==> src/rtl/hour_disp_pkg.sv <==
// Shared constants, BCD/7-segment tables and hour-mapping helper for the hour display driver.
package hour_disp_pkg;

  localparam int unsigned CNT_W = 4;
  localparam int unsigned SEG_W = 7;
  localparam int unsigned AN_W  = 2;

  localparam logic [CNT_W-1:0] HOUR_MAX = 4'd11;

  localparam logic [SEG_W-1:0] SEG_BLANK = 7'b0000000;

  // gfedcba, active-high, digits 0..9
  localparam logic [SEG_W-1:0] SEG_TABLE [10] = '{
    7'b0111111, 7'b0000110, 7'b1011011, 7'b1001111, 7'b1100110,
    7'b1101101, 7'b1111101, 7'b0000111, 7'b1111111, 7'b1101111
  };

  typedef struct packed {
    logic [CNT_W-1:0] tens;
    logic [CNT_W-1:0] ones;
  } hour_bcd_t;

  // Count 0 reads as 12 on a 12-hour face.
  function automatic hour_bcd_t hour_to_bcd(input logic [CNT_W-1:0] h);
    hour_bcd_t r;
    if (h == 4'd0) begin
      r.tens = 4'd1;
      r.ones = 4'd2;
    end else if (h <= 4'd9) begin
      r.tens = 4'd0;
      r.ones = h;
    end else begin
      r.tens = 4'd1;
      r.ones = h - 4'd10;
    end
    return r;
  endfunction

endpackage

==> src/rtl/hour_display_driver_if.sv <==
// Count/strobe link from the mod-12 hour counter into the display driver.
interface hour_display_driver_if;
  import hour_disp_pkg::*;

  logic [CNT_W-1:0] cnt_in;
  logic             cnt_valid;

  modport master (output cnt_in, output cnt_valid);
  modport slave  (input  cnt_in, input  cnt_valid);
endinterface

==> src/rtl/seg7_decode.sv <==
// Combinational BCD to 7-segment decode; codes above 9 decode to blank.
module seg7_decode
  import hour_disp_pkg::*;
(
  input  logic [CNT_W-1:0] bcd,
  output logic [SEG_W-1:0] pattern_c
);

  always_comb begin
    pattern_c = SEG_BLANK;
    if (bcd <= 4'd9) pattern_c = SEG_TABLE[bcd];
  end

endmodule

==> src/rtl/hour_display_driver.sv <==
// Samples the hour count, tracks AM/PM, and scans a two-digit 7-segment display.
// Optional LEADING_BLANK_EN blanks a zero tens digit while it is scanned.
module hour_display_driver
  import hour_disp_pkg::*;
#(
  parameter int unsigned REFRESH_DIV = 1000
) (
  input  logic                 clk,
  input  logic                 rst,
  hour_display_driver_if.slave cnt,
  output logic [CNT_W-1:0]     digit_tens,
  output logic [CNT_W-1:0]     digit_ones,
  output logic                 pm,
  output logic [SEG_W-1:0]     seg,
  output logic [AN_W-1:0]      an,
  output logic                 err
);

  localparam int unsigned REF_W = $clog2(REFRESH_DIV);
  localparam logic [REF_W-1:0] REF_LAST = REF_W'(REFRESH_DIV - 1);

  logic [CNT_W-1:0] hold;
  logic [REF_W-1:0] ref_cnt;
  logic             legal_c;
  hour_bcd_t        bcd_c;
  logic [CNT_W-1:0] sel_digit_c;
  logic [SEG_W-1:0] pattern_c;

  assign legal_c     = (cnt.cnt_in <= HOUR_MAX);
  assign bcd_c       = hour_to_bcd(cnt.cnt_in);
  assign sel_digit_c = an[1] ? digit_tens : digit_ones;

  // Sample path: hold, displayed digits, AM/PM and sticky error.
  always_ff @(posedge clk) begin
    if (!rst) begin
      hold       <= 4'd0;
      digit_tens <= 4'd1;
      digit_ones <= 4'd2;
      pm         <= 1'b0;
      err        <= 1'b0;
    end else if (cnt.cnt_valid) begin
      if (legal_c) begin
        hold       <= cnt.cnt_in;
        digit_tens <= bcd_c.tens;
        digit_ones <= bcd_c.ones;
        // Only a genuine 11 -> 0 wrap crosses noon/midnight.
        if ((cnt.cnt_in == 4'd0) && (hold == HOUR_MAX)) pm <= ~pm;
      end else begin
        err <= 1'b1;
      end
    end
  end

  // Digit scan: dwell REFRESH_DIV cycles on each digit.
  always_ff @(posedge clk) begin
    if (!rst) begin
      ref_cnt <= '0;
      an      <= 2'b01;
    end else if (ref_cnt == REF_LAST) begin
      ref_cnt <= '0;
      an      <= {an[0], an[1]};
    end else begin
      ref_cnt <= ref_cnt + REF_W'(1);
    end
  end

  seg7_decode u_seg7_decode (
    .bcd       (sel_digit_c),
    .pattern_c (pattern_c)
  );

  // Segment register follows the selected digit one cycle later.
  always_ff @(posedge clk) begin
    if (!rst) begin
      seg <= SEG_TABLE[2];
    end else begin
`ifdef LEADING_BLANK_EN
      if (an[1] && (digit_tens == 4'd0)) seg <= SEG_BLANK;
      else                               seg <= pattern_c;
`else
      seg <= pattern_c;
`endif
    end
  end

endmodule

==> src/flat_wrapper.sv <==
// flat-port wrapper written by rule: the top's interface ports become plain ports
module hour_display_driver_flat import hour_disp_pkg::*;
#(
  parameter int unsigned REFRESH_DIV = 1000
)
  (clk, rst, digit_tens, digit_ones, pm, seg, an, err, cnt_cnt_in, cnt_cnt_valid);
  hour_display_driver_if cnt_i ();
  input  logic clk;
  input  logic rst;
  output logic [CNT_W-1:0] digit_tens;
  output logic [CNT_W-1:0] digit_ones;
  output logic pm;
  output logic [SEG_W-1:0] seg;
  output logic [AN_W-1:0] an;
  output logic err;
  input wire logic [$bits(cnt_i.cnt_in)-1:0] cnt_cnt_in;
  input wire logic [$bits(cnt_i.cnt_valid)-1:0] cnt_cnt_valid;
  assign cnt_i.cnt_in = cnt_cnt_in;
  assign cnt_i.cnt_valid = cnt_cnt_valid;
  hour_display_driver #(.REFRESH_DIV(REFRESH_DIV)) u_core (.clk(clk), .rst(rst), .cnt(cnt_i), .digit_tens(digit_tens), .digit_ones(digit_ones), .pm(pm), .seg(seg), .an(an), .err(err));
endmodule
==> config.mk <==
export PLATFORM = sky130hd
export DESIGN_NAME = hour_display_driver_flat
export DESIGN_NICKNAME = d
export VERILOG_FILES = /design/src/rtl/hour_disp_pkg.sv /design/src/rtl/hour_display_driver_if.sv /design/src/rtl/seg7_decode.sv /design/src/rtl/hour_display_driver.sv /design/src/flat_wrapper.sv
export SDC_FILE = /design/constraint.sdc
export NUM_CORES = 1
export LEC_CHECK = 0
export BUFFER_PORTS_ARGS = -buffer_cell sky130_fd_sc_hd__buf_2
export CAP_MARGIN = 20
export CORE_MARGIN = 3
export CORE_UTILIZATION = 30
export DETAILED_ROUTE_END_ITERATION = 8
export SYNTH_ARGS = -nofsm -noshare
export SYNTH_HDL_FRONTEND = slang
export SYNTH_HIERARCHICAL = 1
export SYNTH_SLANG_ARGS = --single-unit
==> constraint.sdc <==
create_clock -name clk -period 2.1 [get_ports clk]
set_input_delay 0.63 -clock clk [delete_from_list [all_inputs] [get_ports clk]]
set_output_delay 0.63 -clock clk [all_outputs]
set_load 0.03 [all_outputs]
# Word level (Yosys, flattened, before mapping)
# Memory sizes are Yosys's and may differ from the RTL's.
# Index checks and enable logic that the tools add are counted.
[word_totals] ff_bits=33 romBits=112 in_bits=7 elab_cells=35 mem_count=1
[mem_list] name="(name not given)" words=16 word_bits=7 rd=1 rd_clocked_by_memory_dff=0 wr=0 line="seg7_decode.sv:11" source="if (bcd <= 4'd9) pattern_c = SEG_TABLE[bcd];"
[classes] n_addsub=2 magnitude_cmp=4 eq_ne=2 mux=6 n_bitwise=4 n_reduce_logical=7
[op_table] cell="two-way mux 7 bit" count=3
[op_table] cell="<= comparator 4 bit, second input constant" count=3
[op_table] cell="adder 10 x 1 -> 10 bit, second input constant" count=1
[op_table] cell="equality test 10 bit, second input constant" count=1
[op_table] cell="two-way mux 8 bit" count=1
[op_table] cell="AND reduction 2 bit" count=3
[op_table] cell=">= comparator 5 bit, second input constant" count=1
[op_table] cell="two-way mux 5 bit" count=1
[op_table] cell="NOT 4 -> 5 bit" count=1
[op_table] cell="equality test 4 bit, second input constant" count=1
[op_table] cell="logical NOT 4 bit" count=1
[op_table] cell="two-way mux 4 bit" count=1
[op_table] cell="subtractor 4 bit, second input constant" count=1
[op_table] cell="NOT 1 bit" count=3
[op_table] cell="AND reduction 3 bit" count=1
[op_table] cell="OR reduction 2 bit" count=1
[op_table] cell="logical AND 1 bit" count=1

# Logic depth before layout (Yosys ltp)
# Gate-level depths: netlist (run 1).
[logic_depth] ltp_word=6 depth_mapped=6 depth_no_buf=6

# Hierarchy
# Netlist (run 1), hierarchy kept.
[modules_own_cells] mod="hour_display_driver" n_inst=1 cells_each=130 area_per_inst_um2=1237.4 seq_area_each_um2=600.6
[modules_own_cells] mod="seg7_decode" n_inst=1 cells_each=29 area_per_inst_um2=232.7 seq_area_each_um2=0.0

# Worst setup path before layout (run 1)
# Ideal clock, no wire load.
[synth_timing] path_kind="register -> register" start="register u_core.an[1]" end="register u_core.seg[5]" arrival_time_ps=1880 t_required_ps=2041 path_slack_ps=160 path_stages_with_launch=7 path_cell_list="dfxtp_1 -> mux2_2 -> inv_1 -> ha_1 -> or3b_2 -> o211ai_1 -> and2_1"
[synth_between] elab_chain_len=5 word_cells_on_any_way=7 classes_between="order compare (1); mux (3); bitwise (1); reduce/logical (1); memory (1)"
[synth_rtl] item="from (decl)" line="hour_display_driver.sv:15" source="output logic [AN_W-1:0] an,"
[synth_rtl] item="from (signal assigned)" line="hour_display_driver.sv:61" source="an <= {an[0], an[1]};"
[synth_rtl] item="two-way mux 4 bit *" line="hour_display_driver.sv:31" source="assign sel_digit_c = an[1] ? digit_tens : digit_ones;"
[synth_rtl] item="named net u_core.sel_digit_c[0]" line="hour_display_driver.sv:26" source="logic [CNT_W-1:0] sel_digit_c;"
[synth_rtl] item="NOT 4 -> 5 bit (implied by the code)" line="seg7_decode.sv:11"
[synth_rtl] item="memory (16 x 7 bit)"
[synth_rtl] item="two-way mux 7 bit (implied by the code) (2 in series)" line="seg7_decode.sv:11"
[synth_rtl] item="to (signal assigned)" line="hour_display_driver.sv:75" source="seg <= SEG_TABLE[2];"
[synth_rtl] item="to (signal assigned)" line="hour_display_driver.sv:81" source="seg <= pattern_c;"
[synth_rtl] item="to (decl)" line="hour_display_driver.sv:14" source="output logic [SEG_W-1:0] seg,"
# Mark *: on every way through the listed nets, which the timed path passes. The rest lies on a longest branch. The select of a mux whose other input is x is not followed.
# A chain may end at the register's enable or synchronous reset.

# Worst setup path in the final report (run 1)
[layout_timing] start="register u_core.an[1]" end="register u_core.seg[4]"
[layout_between] elab_chain_len=6 word_cells_on_any_way=7 classes_between="order compare (1); mux (4); bitwise (1); memory (1)"
[layout_rtl] item="two-way mux 4 bit *" line="hour_display_driver.sv:31"
[layout_rtl] item="named net u_core.sel_digit_c[0]" line="hour_display_driver.sv:26"
[layout_rtl] item="NOT 4 -> 5 bit (implied by the code)" line="seg7_decode.sv:11"
[layout_rtl] item="memory (16 x 7 bit)"
[layout_rtl] item="two-way mux 7 bit (implied by the code) (2 in series)" line="seg7_decode.sv:11"
[layout_rtl] item="two-way mux 7 bit *" line="seg7_decode.sv:11"
[layout_rtl] item="named net u_core.pattern_c[4]" line="hour_display_driver.sv:27" source="logic [SEG_W-1:0] pattern_c;"
# Marks and branches as above.

==> results of run 1 <==
==> state kept, by name, indices dropped and copies added (netlist names) <==
signal             cells
u_core/ref_cnt        10
u_core/seg             7
u_core/digit_ones      4
u_core/hold            4
u_core/an              2
u_core/digit_tens      1
u_core/err             1
u_core/pm              1
==> path summary, 6_finish.rpt <==
kind / from / to
worst max-delay path: u_core/an[1] / u_core/seg[4]
worst min-delay path: u_core/ref_cnt[0] / u_core/ref_cnt[0]
worst max register to register: u_core/an[1] / u_core/seg[4]
worst min register to register: u_core/ref_cnt[0] / u_core/ref_cnt[0]
==> layout by cell type, fill, tap and decap left out, types with 2 or more instances in the layout <==
cell and n:
sky130_fd_sc_hd__a21boi_0 3, sky130_fd_sc_hd__nand4b_1 2, sky130_fd_sc_hd__and3_1 2, sky130_fd_sc_hd__nand2_1 15, sky130_fd_sc_hd__nor3_2 2, sky130_fd_sc_hd__xor2_1 7, sky130_fd_sc_hd__nand2b_1 8, sky130_fd_sc_hd__nand3_1 5
sky130_fd_sc_hd__inv_1 5, sky130_fd_sc_hd__conb_1 3, sky130_fd_sc_hd__a21oi_1 3, sky130_fd_sc_hd__dfxtp_1 30, sky130_fd_sc_hd__o22ai_1 3, sky130_fd_sc_hd__nand4_1 2, sky130_fd_sc_hd__clkbuf_8 6, sky130_fd_sc_hd__nor3b_1 2
sky130_fd_sc_hd__and2_1 5, sky130_fd_sc_hd__nor2_1 12, sky130_fd_sc_hd__o21a_1 2, sky130_fd_sc_hd__o21ai_0 4, sky130_fd_sc_hd__buf_2 22, sky130_fd_sc_hd__ha_1 8, sky130_fd_sc_hd__nor2b_1 10, sky130_fd_sc_hd__buf_4 4
sky130_fd_sc_hd__o211ai_1 2
==> worst reg2reg max path: cells and delay by family, from the launching register on <==
family	cells	cell delay [ns]
flip-flops	1	0.43
multiplexers	1	0.42
AO/OA/AOI/OAI	2	0.33
buffers and inverters	2	0.29
adder cells (fa/ha/maj)	1	0.20
AND/OR/NAND/NOR	1	0.14
==> power by group <==
part	leakage (nW)	switching [W]	internal (W)	total, W
registers	0.245	0.0000143	0.000596	0.000611
clock network	0.0482	0.000207	0.000264	0.000470
logic	0.434	0.000111	0.0000694	0.000181
total	0.727	0.000332	0.000930	0.00126
==> cell type report <==
class / instances / area (um^2)
well taps: 65 / 81.3
multi-input cells: 118 / 807
fillers: 464 / 2800
repair buffers: 26 / 140
clock buffers: 7 / 86.3
clock inverters: 1 / 5.00
inverters: 5 / 18.8
flip-flops and latches: 30 / 601
==> through the flow <==
stage | hold WS (ns) | setup slack, ns | cell area [um^2] | power, W | utilization
6_report | 0.471 | 0.249 | 1740 | 0.00126 | 0.384
2_1_floorplan | 0.426 | 0.160 | 1480 | 0.000759 | -
5_1_grt | 0.504 | 0.111 | 1740 | 0.00134 | 0.384
3_5_place_dp | 0.454 | 0.254 | 1650 | 0.000805 | 0.363
4_1_cts | 0.474 | 0.239 | 1740 | 0.00129 | 0.384
3_3_place_gp | 0.444 | 0.297 | 1650 | 0.000805 | 0.363
==> cells by family after synthesis <==
kind of cell,Yosys count,synth area share
adders and majority gates,8,0.0681
muxes,2,0.0145
AOI/OAI and AO/OA,25,0.119
other,1,0.00255
DFF,30,0.409
buffers and inverters,13,0.0477
and+or+nand+nor,72,0.292
xor gates and xnor gates,8,0.0477
==> metal layers <==
layer | vias to the layer above | GRT usage | wire [um]
met5 | - | 0 | 0
met1 | 486 | 0.130 | 1320
li1 | 594 | - | -
met3 | 4 | 0.0343 | 158
met2 | 31 | 0.156 | 1180
met4 | 0 | 0.0707 | 41
==> impl.org, run 1 <==
** Timing
- Final critical path time including I/O delays and setup :: 1.85 ns
- RSZ-0062 raised after global routing :: no
- Final sum of negative setup slack :: 0 ns
- Final Hold Violating Endpoints :: 0
- Headroom to the max-slew limit came out at 0.659.
- In the finished design, the share of the clock period the worst path needs comes to 0.881.
- Pins over their slew limit :: 0
- Achievable frequency :: 0.540 GHz
- On the final layout, the worst clock skew is 0.00226 ns.
- Setup violations remaining at the end of the flow were counted as 0.
- Actual transition at the worst max-transition pin :: 0.510 ns

** GRT
- Initial antenna violation count :: 0
- Overflow left after global routing :: 0
- Wire length of the first global-routing pass :: 4840 um
- For this run, the total global-route usage over all layers was measured as 0.105.
- Largest net degree at the start of global routing :: 17
- Via count of the first global-routing pass :: 1027

** Route
- Summed over all layers, the routed wires come to 2710 um.
- DRC violation total after the first TritonRoute iteration :: 79
- Post-route DRC :: 0
- Average routed wire per standard cell :: 10.7 um
- Total via count in the routed design :: 1115
- Routed Antenna Nets :: 0
- The pre-antenna-repair detailed-routing pass consisted of 4 iterations.
- Using the TritonRoute via totals, the vias-per-cell ratio works out to 4.42.

** Setup path
- The critical path contains buffers and inverters numbering 2 combined.
- By startpoint and endpoint, the worst setup path is classified as flip-flop to flip-flop.
- STA classifies the critical path startpoint as a flip-flop.
- The signal on the critical path passes through mux2_2 > inv_1 > ha_1 > o21ai_0 > buf_4 > o311ai_0 > nand2b_1.
- Of all nets on the critical path, the largest fanout is 7.
- Depth of the worst register-to-register path :: 7
- Critical path depth in cells :: 7
- Endpoint class of the critical path :: flip-flop
- Data on the critical path arrives at its endpoint at 2.08 ns.
- Data required time of the worst path :: 2.33 ns
- Delay of the slowest cell on the worst path :: 0.43 ns
- R2r setup slk :: 0.25 ns
- Among cell families on the critical path, the largest total delay comes from flip-flops.
- On the critical path, the stage with the largest delay is an instance of sky130_fd_sc_hd__dfxtp_1.

** Yosys
- The biggest area contributor in the post-synthesis netlist is sky130_fd_sc_hd__dfxtp_1.
- The share of synthesized area in the top cell type comes to 0.409.
- Proportion of synthesized flip-flops having asynchronous set or reset :: 0
- Most common cell in the netlist :: sky130_fd_sc_hd__dfxtp_1
- Counting flops with a built-in enable in the synthesized netlist gives 0.
- Register bit total from synthesis :: 30
- In the synthesized netlist, the number of instances is 159.
- In this run, distinct cell masters in the synthesized netlist total 44.
- The share of the Yosys chip area taken by registers is 0.409.
- Most common flop cell mapped by yosys :: sky130_fd_sc_hd__dfxtp_1
- Top cells by count, synth :: sky130_fd_sc_hd__dfxtp_1, sky130_fd_sc_hd__nand2_1, sky130_fd_sc_hd__nor2_1
- Yosys printed 6 warnings.
- Dividing the synthesized area by the synthesized cell count gives 9.25 um^2.
- In the post-synthesis netlist, the biggest area contributors are sky130_fd_sc_hd__dfxtp_1, sky130_fd_sc_hd__ha_1, sky130_fd_sc_hd__nor2b_1.
- After synthesis the cells add up to 0.00147 mm^2.

** Die
- Pin placement for this block handled 26 I/O pins.
- Die span in y :: 76.0 um
- Die ar. :: 0.00578 mm^2
- The floorplan has 24 rows.
- Initial standard-cell utilization of the core :: 0.324
- Measured along the x axis, the die boundary spans 76.0 um.
- After floorplanning, the core was sized to cover 0.00453 mm^2.

** Pwr
- Summed over all cells, the static leakage comes to 0.727 nW.
- Power density cells :: 726 mW/mm^2
- IR analysis of the VDD net gives a maximum drop of 226 uV.

** Job
- Maxcap violations :: 0

** Clock network
- Root buffer cell :: sky130_fd_sc_hd__clkbuf_8
- Number of hold buffers added after CTS :: 0
- Total CTS buffers :: 5
- Maximum buffer depth of the clock tree :: 2
- Post-cts sizing count :: 0
- TritonCTS built the clock tree.
- H-tree Lvls :: 2
- TritonCTS sink count :: 30
- After clock tree synthesis, the clock-pin slew on the worst setup and hold paths is 0.06 ns.
- Postcts setup bufs :: 0
- Worst skew pair latency :: 0.28 ns

** Layout
- Fraction of layout cells with a size suffix above 1 :: 0.219
- The final layout contains 201 nets.
- Synthesis-to-layout area growth :: 18.3%
- Antenna diode count :: 0
- Final cell count without fillers :: 252

** Placement
- Placed cell count :: 244
- The count of buffers added on input and output ports is 22.
- At the end of routability-driven placement, the weighted congestion stood at 0.774.
- Post-DP HPWL :: 2030 um

** Hold path
- The worst hold path belongs to the class flip-flop to flip-flop.
- Hold path cells :: 1

** Status
- Run status :: completed
Power figures use the tool's default switching activity.
==> inputs of run 2 (changes only) <==
--- a/config.mk
+++ b/config.mk
@@ -5,6 +5,7 @@
 export SDC_FILE = /design/constraint.sdc
 export NUM_CORES = 1
 export LEC_CHECK = 0
+export ABC_AREA = 1
 export BUFFER_PORTS_ARGS = -buffer_cell sky130_fd_sc_hd__buf_2
 export CAP_MARGIN = 20
 export CORE_MARGIN = 3
==> impl.org, run 2 <==
** Layout
- Synthesis-to-layout area growth :: 16.9%
- The count of nets after finishing came to 251 (+25%).
- The library cell used most frequently in the layout, excluding fill and tap cells, is sky130_fd_sc_hd__nand2_1.
- Post-route cell area :: 0.00182 mm^2 (+4.4%)
- In the layout the commonest cells are sky130_fd_sc_hd__nand2_1, sky130_fd_sc_hd__inv_1, sky130_fd_sc_hd__dfxtp_1.
- Area taken by multi-input logic gates :: 802 um^2 (-0.62%)
- In the final layout, the registers with the most flip-flops are u_core/ref_cnt: 10 flops, u_core/seg: 7 flops.
- Final cell count without fillers :: 304 (+21%)
- The number of inserted filler cells in the final layout came to 518 (+12%).
- The number of flip-flops under the largest register name was 10 (unchanged).
- The antenna diode instance count is 0 (unchanged).
- The fraction of final layout cells sized beyond drive strength 1 came to 0.228 (+0.00860).
- The flip-flop and latch area was 601 um^2 (unchanged).
- The register with the most flip-flops in the final layout is u_core/ref_cnt.

** Placement
- Post-Place Worst Slack :: 0.263 ns (+0.00919 ns)
- The cell count after placement came to 296 (+21%).
- Post-DP HPWL :: 2270 um (+12%)
- Dpl cell area :: 0.00172 mm^2 (+4.6%)
- The count of buffers inserted at the top-level ports is 22 (unchanged).
- The routability-driven placement congestion ratio came to 0.802 (+3.7%).

** Yosys
- Cell type contributing the most total cell area after synthesis :: sky130_fd_sc_hd__dfxtp_1
- The number of library cell types mapped by synthesis is 31 (-30%).
- The number of storage elements in the synthesis netlist was 30 (unchanged).
- Simple-Gate Fraction of Synth Area :: 0.328 (+0.0360)
- Synth Area in Compound Gates :: 0.0927 (-0.0265)
- The fraction of synthesized cell area taken by the top area cell type was 0.387 (-0.0217).
- Synth Area in XOR/XNOR :: 0.0169 (-0.0307)
- The share of async-settable or async-resettable flops after synthesis came to 0 (unchanged).
- The number of standard cells after synthesis came to 209 (+31%).
- The total of warnings raised by yosys is 6 (unchanged).
- Sequential area share after synthesis :: 0.387 (-0.0217)
- Dominant combinational cell family by area after synthesis :: simple AND/OR/NAND/NOR gates
- The multiplexer area fraction after synthesis is 0.00725 (-0.00722).
- The netlist area before placement came to 0.00155 mm^2 (+5.6%).
- Most common cell in the netlist :: sky130_fd_sc_hd__nand2_1
- Leading cell types by total area after synthesis :: sky130_fd_sc_hd__dfxtp_1, sky130_fd_sc_hd__nand2_1, sky130_fd_sc_hd__inv_1
- After synthesis, the most frequently instantiated cells are sky130_fd_sc_hd__nand2_1, sky130_fd_sc_hd__inv_1, sky130_fd_sc_hd__dfxtp_1.
- Number of enable flip-flop cells after synthesis :: 0 (unchanged)
- In the synthesized netlist the dominant register cell turns out to be sky130_fd_sc_hd__dfxtp_1.
- The adder and majority cell fraction of the synthesized area is 0.0645 (-0.00362).
- The synthesized area per cell came to 7.43 um^2 (-20%).

** Route
- The DRC violations left was 0 (unchanged).
- Vias per std cell :: 4.17 (-5.7%)
- The count of routing violations after the opening detailed-route iteration was 34 (-57%).
- Routed Antenna Nets :: 0 (unchanged)
- Wire length after detailed routing :: 2960 um (+9.5%)
- Average routed wire per standard cell :: 9.75 um (-9.3%)
- Total via count in the routed design :: 1269 (+14%)
- Drt pass-1 iters :: 4 (unchanged)

** Timing
- The number of endpoints failing setup at the final stage was 0 (unchanged).
- Setup repair after global routing left no endpoint under its margin.
- The worst hold slack after final layout was 0.448 ns (-0.0228 ns).
- Fin crit share :: 0.876 (-0.00564)
- Final Hold Violating Endpoints :: 0 (unchanged)
- The worst path setup slack after routing came to 0.261 ns (+0.0118 ns).
- The number of max-slew violations in the final report is 0 (unchanged).
- The minimum period implied by the final worst setup slack came to 1.84 ns (-0.0118 ns).
- The sum of negative setup slack is 0 ns (unchanged).
- Achievable frequency :: 0.544 GHz (+0.64%)
- Post-route clock skew :: 0.00751 ns (+0.00526 ns)

** Pwr
- The worst vdd rail ir drop was 237 uV (+5.0%).
- Fraction of power consumed by the clock network :: 0.368 (-0.005)
- The power density over the cells was 708 mW/mm^2 (-2.4%).
- The internal power is 0.000927 W (-0.27%).
- The switching share of power came to 0.279 (+0.0154).
- The reported leakage power was 0.836 nW (+15%).
- The sequential group share of total power was 0.476 (-0.008).
- Combinational fraction of design power :: 0.156 (+0.013)
- Switching power summed over all nets :: 0.000358 W (+7.8%)

** Clock network
- The number of buffers inserted during clock tree synthesis was 5 (unchanged).
- Maximum buffer depth of the clock tree :: 2 (unchanged)
- Worst skew pair latency :: 0.28 ns (about the same)
- Postcts setup bufs :: 0 (unchanged)
- Number of hold buffers added after CTS :: 0 (unchanged)
- Reg clk slew, reported paths :: 0.07 ns (about the same)
- TritonCTS built the clock tree.
- H-tree Lvls :: 2 (unchanged)
- Root buffer cell :: sky130_fd_sc_hd__clkbuf_8
- TritonCTS sink count :: 30 (unchanged)
- The post-cts gate resize count was 0 (unchanged).

** GRT
- Initial antenna violation count :: 0 (unchanged)
- Largest net degree at the start of global routing :: 13 (-4)
- Overflow left after global routing :: 0 (unchanged)
- Via count of the first global-routing pass :: 1244 (+21%)
- The overall track demand over capacity in global routing is 0.112 (+0.00644).
- The wire length of the first global-routing pass was 5400 um (+11%).

** Die
- The overall die height was 77.9 um (+2.6%).
- Horiz. Die Dim :: 77.9 um (+2.6%)
- Initial standard-cell utilization of the core :: 0.320 (-0.00397)
- The top-level I/O count was 26 (unchanged).
- Number of core rows :: 25 (+4.2%)
- The area of the core was 0.00485 mm^2 (+6.9%).
- The overall die area came to 0.00608 mm^2 (+5.2%).

** Setup path
- In this run the critical register-to-register path is captured at u_core/seg[3].
- The length in cells of the worst reg-to-reg path was 8 (+1).
- Worst Setup Start Kind :: flip-flop
- R2r setup slk :: 0.26 ns (about the same)
- Launch instance of the worst register-to-register path :: u_core/an[1]
- The worst setup path is captured at a flip-flop.
- Data required time of the worst path :: 2.26 ns (-0.07 ns)
- The arrival time of data at the critical path endpoint is 2.00 ns (-0.08 ns).
- Category of the critical setup timing path :: flip-flop to flip-flop
- The peak fanout along the critical path is 7 (unchanged).

** Hold path
- Hold worst-path end :: u_core/ref_cnt[0]
- In this run the worst hold path is classified as flip-flop to flip-flop.
- Hold path cells :: 1 (unchanged)
- The worst hold path begins at u_core/ref_cnt[0].

** Status
- Run status :: completed

** Job
- The number of max-cap violations is 0 (unchanged).
-- run 2: cell count changes in the layout (fill, tap and decap cells not counted), sizes merged, moves of 6 or more --
cell    before  now
nor2b       10    0
nor2        12   34
inv          5   32
nand2b       8    0
a21oi        3   13
nand2       15   50
nand3        5   11
-- run 2: power groups by stage --
stage	combinational (W)	sequential, W	clock, W
after floorplan	0.000118	0.000661	0
after global placement	0.000201	0.000625	0
after detailed placement	0.000202	0.000624	0
after CTS	0.000202	0.000612	0.000496
after global routing	0.000228	0.000615	0.000526
final	0.000200	0.000611	0.000474
-- run 2: worst max-delay path, cell delays in order (launching register included) --
cell and delay, ns:
sky130_fd_sc_hd__dfxtp_1 0.43, sky130_fd_sc_hd__mux2_2 0.41, sky130_fd_sc_hd__inv_1 0.11, sky130_fd_sc_hd__ha_1 0.24, sky130_fd_sc_hd__nand2_1 0.08, sky130_fd_sc_hd__nand3_1 0.08, sky130_fd_sc_hd__nand2_1 0.07, sky130_fd_sc_hd__inv_1 0.03
sky130_fd_sc_hd__or2_2 0.28
-- run 2: logic make-up after synthesis --
family	Yosys count
and+or+nand+nor	107
adders and majority gates	8
other	1
xor gates and xnor gates	3
DFF	30
muxes	1
buffers and inverters	37
AOI/OAI and AO/OA	22
-- run 2: final cells by class --
cell class              count  area share
clock buffers               7      0.0476
clock inverters             1     0.00276
flip-flops and latches     30       0.331
well taps                  67      0.0462
repair buffers             23      0.0648
inverters                  32      0.0662
multi-input cells         144       0.442
-- run 2: layer usage --
layer | up-vias | share of wire | global-route usage
li1 | 698 | - | -
met1 | 540 | 0.50 | 0.137
met2 | 26 | 0.42 | 0.176
met3 | 5 | 0.065 | 0.0487
met4 | 0 | 0.013 | 0.0367
met5 | - | 0 | 0
-- run 2: through the flow --
stage           util  total power [W]
2_1_floorplan      -         0.000779
6_report       0.374          0.00129
3_3_place_gp   0.356         0.000825
3_5_place_dp   0.356         0.000826
5_1_grt        0.374          0.00137
4_1_cts        0.374          0.00131
-- run 2: worst max-delay path by stage --
stage	start	endpoint	slack (ns)	depth (start not counted)
4_1_cts	u_core/an[1]	u_core/seg[3]	0.25	8
2_1_floorplan	u_core/an[1]	u_core/seg[3]	0.16	8
5_1_grt	u_core/an[1]	u_core/seg[0]	0.10	9
3_5_place_dp	u_core/an[1]	u_core/seg[1]	0.26	7
6_report	u_core/an[1]	u_core/seg[3]	0.26	8
3_3_place_gp	u_core/digit_ones[1]	u_core/seg[1]	0.29	9
